File: src/rtl/cpu_io_pkg.sv
// rtl/cpu_io_pkg.sv - shared address map and enums for the CPU memory/IO bridge
package cpu_io_pkg;

    // I/O window select on a[17:16] and the decoded I/O register addresses
    localparam logic [1:0]  IO_SEL       = 2'b11;
    localparam logic [17:0] IO_UART_ADDR = 18'h30000;
    localparam logic [17:0] IO_CLK_ADDR  = 18'h30004;

    // Source of cpu_din in the cycle after an access
    typedef enum logic [1:0] {
        SEL_RAM,
        SEL_RX,
        SEL_CLK,
        SEL_ZERO
    } rd_sel_e;

    // Program-stop sequencer
    typedef enum logic [1:0] {
        ST_RUN,
        ST_DRAIN,
        ST_EMIT_NUL,
        ST_HALT
    } stop_st_e;

endpackage

File: src/rtl/byte_fifo.sv
// rtl/byte_fifo.sv - byte FIFO with same-cycle push+pop accepted when full
//
// Ports:
//   clk, resetn          clock, synchronous active-low reset
//   push, push_data      enqueue request and byte (dropped when full unless popping)
//   pop                  dequeue request (ignored when empty)
//   head                 oldest byte, valid while !empty
//   empty, full          status of the registered occupancy
//   count, count_next    current occupancy and the occupancy after this cycle
// DEPTH must be a power of two and at least 4.
module byte_fifo #(
    parameter int DEPTH = 16
) (
    input  logic                     clk,
    input  logic                     resetn,
    input  logic                     push,
    input  logic [7:0]               push_data,
    input  logic                     pop,
    output logic [7:0]               head,
    output logic                     empty,
    output logic                     full,
    output logic [$clog2(DEPTH):0]   count,
    output logic [$clog2(DEPTH):0]   count_next
);
    localparam int AW = $clog2(DEPTH);
    localparam logic [AW:0] FULL_CNT = (AW+1)'(DEPTH);

    logic [7:0]    mem [DEPTH];
    logic [AW-1:0] wr_ptr;
    logic [AW-1:0] rd_ptr;
    logic          push_ok;
    logic          pop_ok;

    assign empty   = (count == '0);
    assign full    = (count == FULL_CNT);
    assign head    = mem[rd_ptr];
    // When full, a simultaneous pop frees the slot the push overwrites
    assign pop_ok  = pop && !empty;
    assign push_ok = push && (!full || pop);

    always_comb begin
        count_next = count;
        case ({push_ok, pop_ok})
            2'b10:   count_next = count + 1'b1;
            2'b01:   count_next = count - 1'b1;
            default: count_next = count;
        endcase
    end

    always_ff @(posedge clk) begin
        if (push_ok) begin
            mem[wr_ptr] <= push_data;
        end
    end

    always_ff @(posedge clk) begin
        if (!resetn) begin
            wr_ptr <= '0;
            rd_ptr <= '0;
            count  <= '0;
        end else begin
            if (push_ok) wr_ptr <= wr_ptr + 1'b1;
            if (pop_ok)  rd_ptr <= rd_ptr + 1'b1;
            count <= count_next;
        end
    end

endmodule

File: src/rtl/mem_io_bridge.sv
// rtl/mem_io_bridge.sv - CPU memory port decoder: RAM, UART TX FIFO / RX, cycle counter, stop sequencer
//
// Ports:
//   clk_in, rst_in                       clock, synchronous active-low reset
//   rdy_in                               global ready; low freezes CPU accesses and the counter
//   cpu_a, cpu_dout, cpu_wr, cpu_din     CPU byte port; cpu_din valid one cycle after a read
//   io_buffer_full                       TX FIFO near-full flag back to the CPU
//   ram_a, ram_dout, ram_wr, ram_din     synchronous RAM port (1-cycle read latency)
//   tx_data, tx_valid, tx_ready          byte stream to the UART transmitter
//   rx_data, rx_valid, rx_pop            UART receive byte and its consume pulse
//   prog_stop                            sticky program-finished flag
//   addr_err                             sticky out-of-range flag (BRIDGE_RANGE_CHECK_EN only)
// Macro BRIDGE_RANGE_CHECK_EN: treat a[17:16]==2'b10 as out-of-range instead of aliasing RAM.
module mem_io_bridge #(
    parameter int FIFO_DEPTH  = 16,
    parameter int FULL_MARGIN = 2,
    parameter int RAM_AW      = 17
) (
    input  logic              clk_in,
    input  logic              rst_in,
    input  logic              rdy_in,
    input  logic [31:0]       cpu_a,
    input  logic [7:0]        cpu_dout,
    input  logic              cpu_wr,
    output logic [7:0]        cpu_din,
    output logic              io_buffer_full,
    output logic [RAM_AW-1:0] ram_a,
    output logic [7:0]        ram_dout,
    output logic              ram_wr,
    input  logic [7:0]        ram_din,
    output logic [7:0]        tx_data,
    output logic              tx_valid,
    input  logic              tx_ready,
    input  logic [7:0]        rx_data,
    input  logic              rx_valid,
    output logic              rx_pop,
    output logic              prog_stop
`ifdef BRIDGE_RANGE_CHECK_EN
    ,
    output logic              addr_err
`endif
);
    import cpu_io_pkg::*;

    localparam int CW = $clog2(FIFO_DEPTH) + 1;

    logic [17:0]   addr;
    logic          is_io, is_oor, is_uart, is_clk, is_clk_lo;
    logic          acc, wr_en, push;
    logic          unused_hi;
    rd_sel_e       sel_q;
    logic [7:0]    data_q;
    logic [31:0]   counter;
    logic [31:0]   snapshot;
    stop_st_e      state;
    logic [7:0]    fifo_head;
    logic          fifo_empty, fifo_pop;
    logic          unused_fifo_status;
    logic          fifo_full;
    logic [CW-1:0] fifo_count, fifo_count_next;

    assign addr      = cpu_a[17:0];
    assign unused_hi = ^cpu_a[31:18];
    assign is_io     = (addr[17:16] == IO_SEL);
`ifdef BRIDGE_RANGE_CHECK_EN
    assign is_oor    = (addr[17:16] == 2'b10);
`else
    assign is_oor    = 1'b0;
`endif
    assign is_uart   = (addr == IO_UART_ADDR);
    assign is_clk_lo = (addr == IO_CLK_ADDR);
    assign is_clk    = (addr[17:2] == IO_CLK_ADDR[17:2]);

    // Pass-through outputs are gated by reset so they read 0 while held in reset
    assign acc      = rst_in && rdy_in;
    assign wr_en    = acc && cpu_wr && (state != ST_HALT);
    assign ram_a    = rst_in ? cpu_a[RAM_AW-1:0] : '0;
    assign ram_dout = rst_in ? cpu_dout : 8'h00;
    assign ram_wr   = wr_en && !is_io && !is_oor;
    assign rx_pop   = acc && !cpu_wr && is_uart && rx_valid;

    // NUL bytes are the stop marker, so the CPU can never queue one itself
    assign push     = wr_en && is_uart && (cpu_dout != 8'h00) &&
                      ((state == ST_RUN) || (state == ST_DRAIN));
    assign fifo_pop = !fifo_empty && tx_ready;

    assign tx_valid = (state == ST_EMIT_NUL) || !fifo_empty;
    assign tx_data  = (state == ST_EMIT_NUL) ? 8'h00 : fifo_head;

    assign unused_fifo_status = ^{fifo_full, fifo_count};

    byte_fifo #(.DEPTH(FIFO_DEPTH)) u_tx_fifo (
        .clk        (clk_in),
        .resetn     (rst_in),
        .push       (push),
        .push_data  (cpu_dout),
        .pop        (fifo_pop),
        .head       (fifo_head),
        .empty      (fifo_empty),
        .full       (fifo_full),
        .count      (fifo_count),
        .count_next (fifo_count_next)
    );

    // RAM data arrives straight from the synchronous RAM; I/O data is registered here
    always_comb begin
        cpu_din = 8'h00;
        case (sel_q)
            SEL_RAM:         cpu_din = ram_din;
            SEL_RX, SEL_CLK: cpu_din = data_q;
            default:         cpu_din = 8'h00;
        endcase
    end

    always_ff @(posedge clk_in) begin
        if (!rst_in) begin
            sel_q          <= SEL_ZERO;
            data_q         <= 8'h00;
            counter        <= '0;
            snapshot       <= '0;
            state          <= ST_RUN;
            prog_stop      <= 1'b0;
            io_buffer_full <= 1'b0;
`ifdef BRIDGE_RANGE_CHECK_EN
            addr_err       <= 1'b0;
`endif
        end else begin
            io_buffer_full <= (FIFO_DEPTH - int'(fifo_count_next)) <= FULL_MARGIN;

            if (rdy_in) begin
                counter <= counter + 32'd1;
                sel_q   <= SEL_ZERO;
                data_q  <= 8'h00;
                if (!cpu_wr && !is_oor) begin
                    if (!is_io) begin
                        sel_q <= SEL_RAM;
                    end else if (is_uart) begin
                        sel_q  <= SEL_RX;
                        data_q <= rx_valid ? rx_data : 8'h00;
                    end else if (is_clk) begin
                        sel_q <= SEL_CLK;
                        // Reading byte 0 latches the whole counter so bytes 1..3 match it
                        if (addr[1:0] == 2'b00) begin
                            snapshot <= counter;
                            data_q   <= counter[7:0];
                        end else begin
                            data_q <= snapshot[{addr[1:0], 3'b000} +: 8];
                        end
                    end
                end
`ifdef BRIDGE_RANGE_CHECK_EN
                if (is_oor) addr_err <= 1'b1;
`endif
            end

            case (state)
                ST_RUN:      if (wr_en && is_clk_lo) state <= ST_DRAIN;
                ST_DRAIN:    if (fifo_empty && !push) state <= ST_EMIT_NUL;
                ST_EMIT_NUL: if (tx_ready) begin
                                 state     <= ST_HALT;
                                 prog_stop <= 1'b1;
                             end
                ST_HALT:     state <= ST_HALT;
                default:     state <= ST_RUN;
            endcase
        end
    end

endmodule

File: config.mk
export PLATFORM = sky130hd
export DESIGN_NAME = mem_io_bridge
export DESIGN_NICKNAME = d
export VERILOG_FILES = /design/src/rtl/cpu_io_pkg.sv /design/src/rtl/byte_fifo.sv /design/src/rtl/mem_io_bridge.sv
export SDC_FILE = /design/constraint.sdc
export NUM_CORES = 1
export LEC_CHECK = 0
export ABC_AREA = 1
export BUFFER_PORTS_ARGS = -buffer_cell sky130_fd_sc_hd__buf_2
export CELL_PAD_IN_SITES_DETAIL_PLACEMENT = 0
export CELL_PAD_IN_SITES_GLOBAL_PLACEMENT = 1
export CORE_MARGIN = 2
export CORE_UTILIZATION = 41
export DETAILED_ROUTE_END_ITERATION = 10
export PLACE_DENSITY_LB_ADDON = 0.1
export SLEW_MARGIN = 20
export SYNTH_ARGS = -nofsm -noshare
export SYNTH_HDL_FRONTEND = slang
export SYNTH_SLANG_ARGS = --single-unit
File: constraint.sdc
create_clock -name clk_in -period 2.8 [get_ports clk_in]
set_input_delay 0.28 -clock clk_in [delete_from_list [all_inputs] [get_ports clk_in]]
set_output_delay 0.28 -clock clk_in [all_outputs]
set_load 0.005 [all_outputs]
## Word level (Yosys, flattened, before mapping)

Memories as Yosys holds them, arrays and structs flattened. A register that Yosys moved wholly into a read port is not among the register bits.
Index checks and enable logic that the tools add are counted.

- Bits in registers: 91
- Bits in writable memories: 128
- Input bits: 62
- Output and inout bits: 46
- Word-level logic and storage cells: 92
- Memories: 1

Memories:

| name | depth | bits a word | rd ports | clocked after Yosys merged registers in | wr ports | RTL line | source |
|---|---|---|---|---|---|---|---|
| u_tx_fifo.mem | 16 | 8 | 1 | 1 | 1 | byte_fifo.sv:28 | `logic [7:0] mem [DEPTH];` |

- Add/subtract/negate cells: 6
- Magnitude comparators: 1
- Equal/unequal tests: 16
- Shift-type cells: 1
- Multiplexer cells: 23
- Bitwise logic cells: 2
- Reductions and logical operators: 32

Operators with widths:

| kind | count |
|---|---|
| 8-bit 2-to-1 mux | 8 |
| 18-bit == test, second input constant | 2 |
| 32-bit by 1-bit adder with 32-bit output, second input constant | 1 |
| 32-bit by 6-bit indexed part select with 8-bit output | 1 |
| 17-bit 2-to-1 mux | 1 |
| 16-bit == test, second input constant | 1 |
| 8-bit case mux with 2 select lines | 1 |
| 1-bit logical AND | 15 |
| 2-bit 2-to-1 mux | 6 |
| 2-bit == test, second input constant | 5 |
| 5-bit case mux with 2 select lines | 1 |
| 4-bit by 1-bit adder with 4-bit output, second input constant | 2 |
| 4-bit 2-to-1 mux | 2 |
| 2-bit case mux with 4 select lines | 1 |
| 8-bit nonzero test | 1 |
| 2-bit by 1-bit == test with 1-bit output, second input constant | 3 |
| 6-bit by 3-bit <= comparator with 1-bit output, second input constant | 1 |
| 2-bit zero test | 3 |
| 6-bit AND reduction | 1 |
| 5-bit by 5-bit subtractor with 6-bit output, first input constant | 1 |
| 5-bit by 1-bit adder with 5-bit output, second input constant | 1 |
| 5-bit == test, second input constant | 1 |
| 1-bit zero test | 5 |
| 5-bit zero test | 1 |
| 9 further kinds | 16 |

## Depth between registers and ports, before layout

- Word-level depth: 11
- Depth in mapped cells: 24
- Mapped depth without buffers: 23

## Hierarchy

From an unflattened synthesis, not the netlist that was laid out.

- Cell total of the unflattened synthesis: 1209
- Area total of the unflattened synthesis: 10566.4 sq um

By module, submodules not included:

| module | instances | cells an instance | area each (sq um) | sequential area each (sq um) |
|---|---|---|---|---|
| byte_fifo | 1 | 556 | 6251.0 | 4184.0 |
| mem_io_bridge | 1 | 653 | 4315.4 | 1421.4 |

## Worst setup path after synthesis

Ideal clock, no wire load.

- Path type: input to register
- Start point: in cpu_a[0]
- End point: reg io_buffer_full
- Arrival time: 2.649 ns
- Setup slack: 0.093 ns
- Cell stages on the path: 24
- Cells stage by stage: buf_6 -> nor2_8 -> nand2_1 -> nor2_2 -> nand3_1 -> nor2_2 -> nand2_2 -> ha_1 -> nand2_1 -> inv_1 -> nor2_1 -> ha_1 -> nand2_1 -> nand2_1 -> inv_1 -> ha_1 -> inv_1 -> nor2_1 -> nand3_1 -> nand2_1 -> nand3_1 -> nand2_1 -> nand2_1 -> nand2_1

- Longest elaborated chain between the ends: 9

Ends and longest elaborated chain:

| what | RTL line | source |
|---|---|---|
| start: declaration | mem_io_bridge.sv:22 | `input logic [31:0] cpu_a,` |
| 18-bit == test * | mem_io_bridge.sv:70 | `assign is_uart = (addr == IO_UART_ADDR);` |
| 1-bit logical AND * (3 in a row) | mem_io_bridge.sv:83 | `assign push = wr_en && is_uart && (cpu_dout != 8'h00) &&` |
| 1-bit logical AND * | byte_fifo.sv:39 | `assign push_ok = push && (!full \|\| pop);` |
| 2-bit by 1-bit == test with 1-bit output or 2-bit == test (tied branches) | byte_fifo.sv:43 | `case ({push_ok, pop_ok})` |
| 5-bit case mux with 2 select lines * | byte_fifo.sv:43 |  |
| net fifo_count_next[1] | mem_io_bridge.sv:60 | `logic [CW-1:0] fifo_count, fifo_count_next;` |
| 5-bit by 5-bit subtractor with 6-bit output * | mem_io_bridge.sv:128 | `io_buffer_full <= (FIFO_DEPTH - int'(fifo_count_next)) <= FULL_MARGIN;` |
| 6-bit by 3-bit <= comparator with 1-bit output * | mem_io_bridge.sv:128 |  |
| end signal: assignment | mem_io_bridge.sv:123 | `io_buffer_full <= 1'b0;` |
| end signal: assignment | mem_io_bridge.sv:128 |  |
| end: declaration | mem_io_bridge.sv:26 | `output logic io_buffer_full,` |

The timed path passes the listed nets; every way through them passes the cells marked *.
A chain may end at the register's enable or synchronous reset.

==> results.txt <==
- The run finished with clean final reports.
- For this run, the top clock speed supported by timing is 391 MHz.
* Residual overflow from global routing: 0
- Final number of max-transition violations: 0
- Critical Path AT: 2280 ps
* Layout Nets: 1404
- Share of the yosys chip area belonging to registers: 54.9%
- Synth Area per Inst: 8.76 sq um
- Setup violations remaining at the end of the flow were counted as 0.
- Number of flops mapped to enable cells by yosys: 128
* Gate Count Post-Synth: 1195
- H-tree depth: 1
* Number of antenna violations at the first check in global routing: 0
- Global-route met3 utilization: 2.60%
- Entering global routing, the biggest net connects 83 pins.
- Number of diodes added for antenna fixing: 0
* Die extent in x: 164 um
- At the end of routability-driven placement, the weighted congestion stood at 0.902.
- Final period util: 91.4%
- Shortest clock period the worst path allows after layout: 2560 ps
- Cts bufs inserted: 25
- Clock tree buffer depth: 3
* Total length of routed wires: 28.8 mm
- Summed instance area of the synthesized netlist: 10500 sq um
* Power density cells: 740 nW/um^2
* Number of library cell types mapped by synthesis: 41
- The worst pin sits at a relative slew slack of 41.2%.
- Fraction of layout cells with a size suffix above 1: 18.3%
- Summed over all cells, the static leakage comes to 4.88 nW.
- The die covers 26800 sq um.
- For the final database, setup skew stands at 9.32 ps.
- Counting flops with an async set or reset pin after synthesis yields a share of 0%.
- The first detailed-routing pass ran for 5 iterations.
- Once detailed placement completed, the half-perimeter wirelength came to 19.6 mm.
- Buffers inserted to repair hold after CTS numbered 0.
- Global routing used 27.9% of the available met1 tracks.
- Once the floorplan was initialized, standard cells occupied 41.7% of the core.
- The worst register-to-register path begins at state[1].
- The design draws 9.24 mW.
- Clock latency reported for the late side of the worst-skew pair: 520 ps
- Final worst hold slack: 106 ps
- After global routing, the most crowded layer is met2.
- Total nets after synthesis: 1271
* Number of primary I/O pins: 108
- After filler insertion, the fill cell instance count of the layout stands at 2454.
* Floorplan core area: 25100 sq um
- Setup crit start kind: flop
- Prevailing post-synth register cell: edfxtp_1
- The via count of the first global-routing pass came to 8119.
- Dividing the detail-routed via count by the number of cells gives 5.10.
- Maximum ir drop on the vdd rail: 0.000404 V
* Gr usage total: 21.3%
* Flip-flop and latch count after synthesis: 223
* Clk sink count: 223
- Std cell rows: 58
- At the pin with the least slew margin, the transition time is 882 ps.
- DRT antenna net count: 0
* Worst setup path class: reg2out
* Vias: 8545
- Root buffer cell: clkbuf_16
* Chip height: 164 um
- Of all nets on the critical path, the largest fanout is 56.
- Number of violations of the max-capacitance limit: 0
- STA classifies the critical path endpoint as a primary output.
- Compared with the post-synthesis result, the final layout area differs by 19.4%.
- Clock-pin slew was measured on the worst setup and hold paths at 60 ps.
- After detailed routing, the number of remaining DRC violations is 0.
- Number of cells traversed by the worst hold path: 5
- Routed len/inst: 17.1 um
- Met2 demand-to-capacity share in global routing: 37.1%
- Hold Startpoint: rx_data[5]
- After the first detailed-routing iteration, the DRC count stood at 588.
* CP Data Required Time: 2520 ps
- In this run the worst hold path is classified as in2reg.
- Global-route wire length before repair: 44.6 mm
- TritonCTS built the clock tree.
* Hold Vio Cnt, Final: 0
* Yosys warning count: 0
- Port buffering added 93 buffers.
- The number of cells on the worst reg-to-reg path is 23.
## flip-flops by register name, indices dropped and copies added, names as in the netlist, named ones only
name              flops
counter              32
state                 2
io_buffer_full        1
sel_q                 2
u_tx_fifo.count       5
u_tx_fifo.mem       128
snapshot             32
u_tx_fifo.wr_ptr      4
u_tx_fifo.rd_ptr      4
prog_stop             1
data_q                8
## per-layer routing
metal / routed length, um / share of wire, % / vias to the layer above
met5: 0 / 0 / -
met4: 652 / 2.3 / 0
met3: 962 / 3.3 / 41
met1: 12900 / 45 / 4006
li1: - / - / 4369
met2: 14200 / 49 / 129
## where the power goes
part	switching [mW]	leakage, nW	internal, mW
clock	1.30	0.404	1.95
combinational	1.47	2.56	0.895
sequential	0.0918	1.92	3.53
## cell usage in the layout (no fill, tap or decap), drive strengths merged, types with 27 or more instances in the layout
cell type  count
a21oi         47
a31oi         27
buf          164
clkbuf        32
dfxtp         95
edfxtp       128
inv          108
nand2        202
nand3         66
nor2         202
o21ai        132
## Yosys cell counts (all sizes together), types with 2 or more instances
cell	instances	share of area (%)
nand4	19	1.3
o211ai	14	1.0
nor2	202	7.7
a211oi	8	0.81
nand2	202	7.4
inv	107	3.8
nor3	20	1.3
dfxtp	95	18
clkbuf	38	1.4
o221ai	18	1.5
a31oi	27	1.6
nor4	2	0.12
edfxtp	128	37
buf	20	1.1
o21ai	132	6.3
nor3b	3	0.22
clkinv	3	0.11
a21oi	47	2.2
nand3	66	3.3
xor2	10	0.84
o21bai	2	0.14
ha	14	1.7
xnor2	3	0.25
o22ai	11	0.66
## kinds of logic (layout without fill, tap and decap cells)
kind of cell    Yosys count  count (layout)  share of synthesized area, %
compound gates          259             259                          14.3
xor+xnor                 13              13                          1.09
fa+ha+maj                14              14                          1.67
buf+inv                 168             320                          6.44
flops                   223             223                          54.9
simple gates            518             518                          21.6
## worst max-delay path, cell delays in order, from the launching register on
cell	delay (ps)
dfxtp_4	400
inv_2	170
buf_12	280
nor2_1	70
o211ai_1	200
o211ai_1	160
a21oi_1	290
buf_2	170
## area by class of cell
| class | instances | area (sq um) | area share, % |
|---|---|---|---|
| clock buffer | 32 | 662 | 5.30 |
| sequential | 223 | 5750 | 46.0 |
| clock inverter | 14 | 154 | 1.23 |
| inverter | 110 | 413 | 3.30 |
| timing repair buffer | 164 | 1020 | 8.19 |
| tap | 330 | 413 | 3.30 |
| multi-input combinational | 804 | 4080 | 32.6 |
## final timing paths
check	endpoint	slack [ps]
min	data_q[5]	110
max reg2reg	io_buffer_full	290
min reg2reg	prog_stop	450
max	tx_data[6]	240
## repair_timing
item                       4_1_cts  5_1_grt
buffers inserted                 0        1
resized for setup                0        9
setup endpoints to repair        0        2
## stage by stage
| step | setup slack [ps] | area, sq um | TNS, ps | utilization [%] | std cells |
|---|---|---|---|---|---|
| after floorplan | 93.0 | 10500 | 0 | - | 1195 |
| after global placement | -126 | 11600 | -126 | 46.3 | 1630 |
| after detailed placement | -131 | 11600 | -131 | 46.3 | 1630 |
| after CTS | 171 | 12500 | 0 | 49.6 | 1676 |
| after global routing | -1.29 | 12500 | -1.29 | 49.8 | 1677 |
| final | 241 | 12500 | 0 | 49.8 | 1677 |
Power figures use the tool's default switching activity.
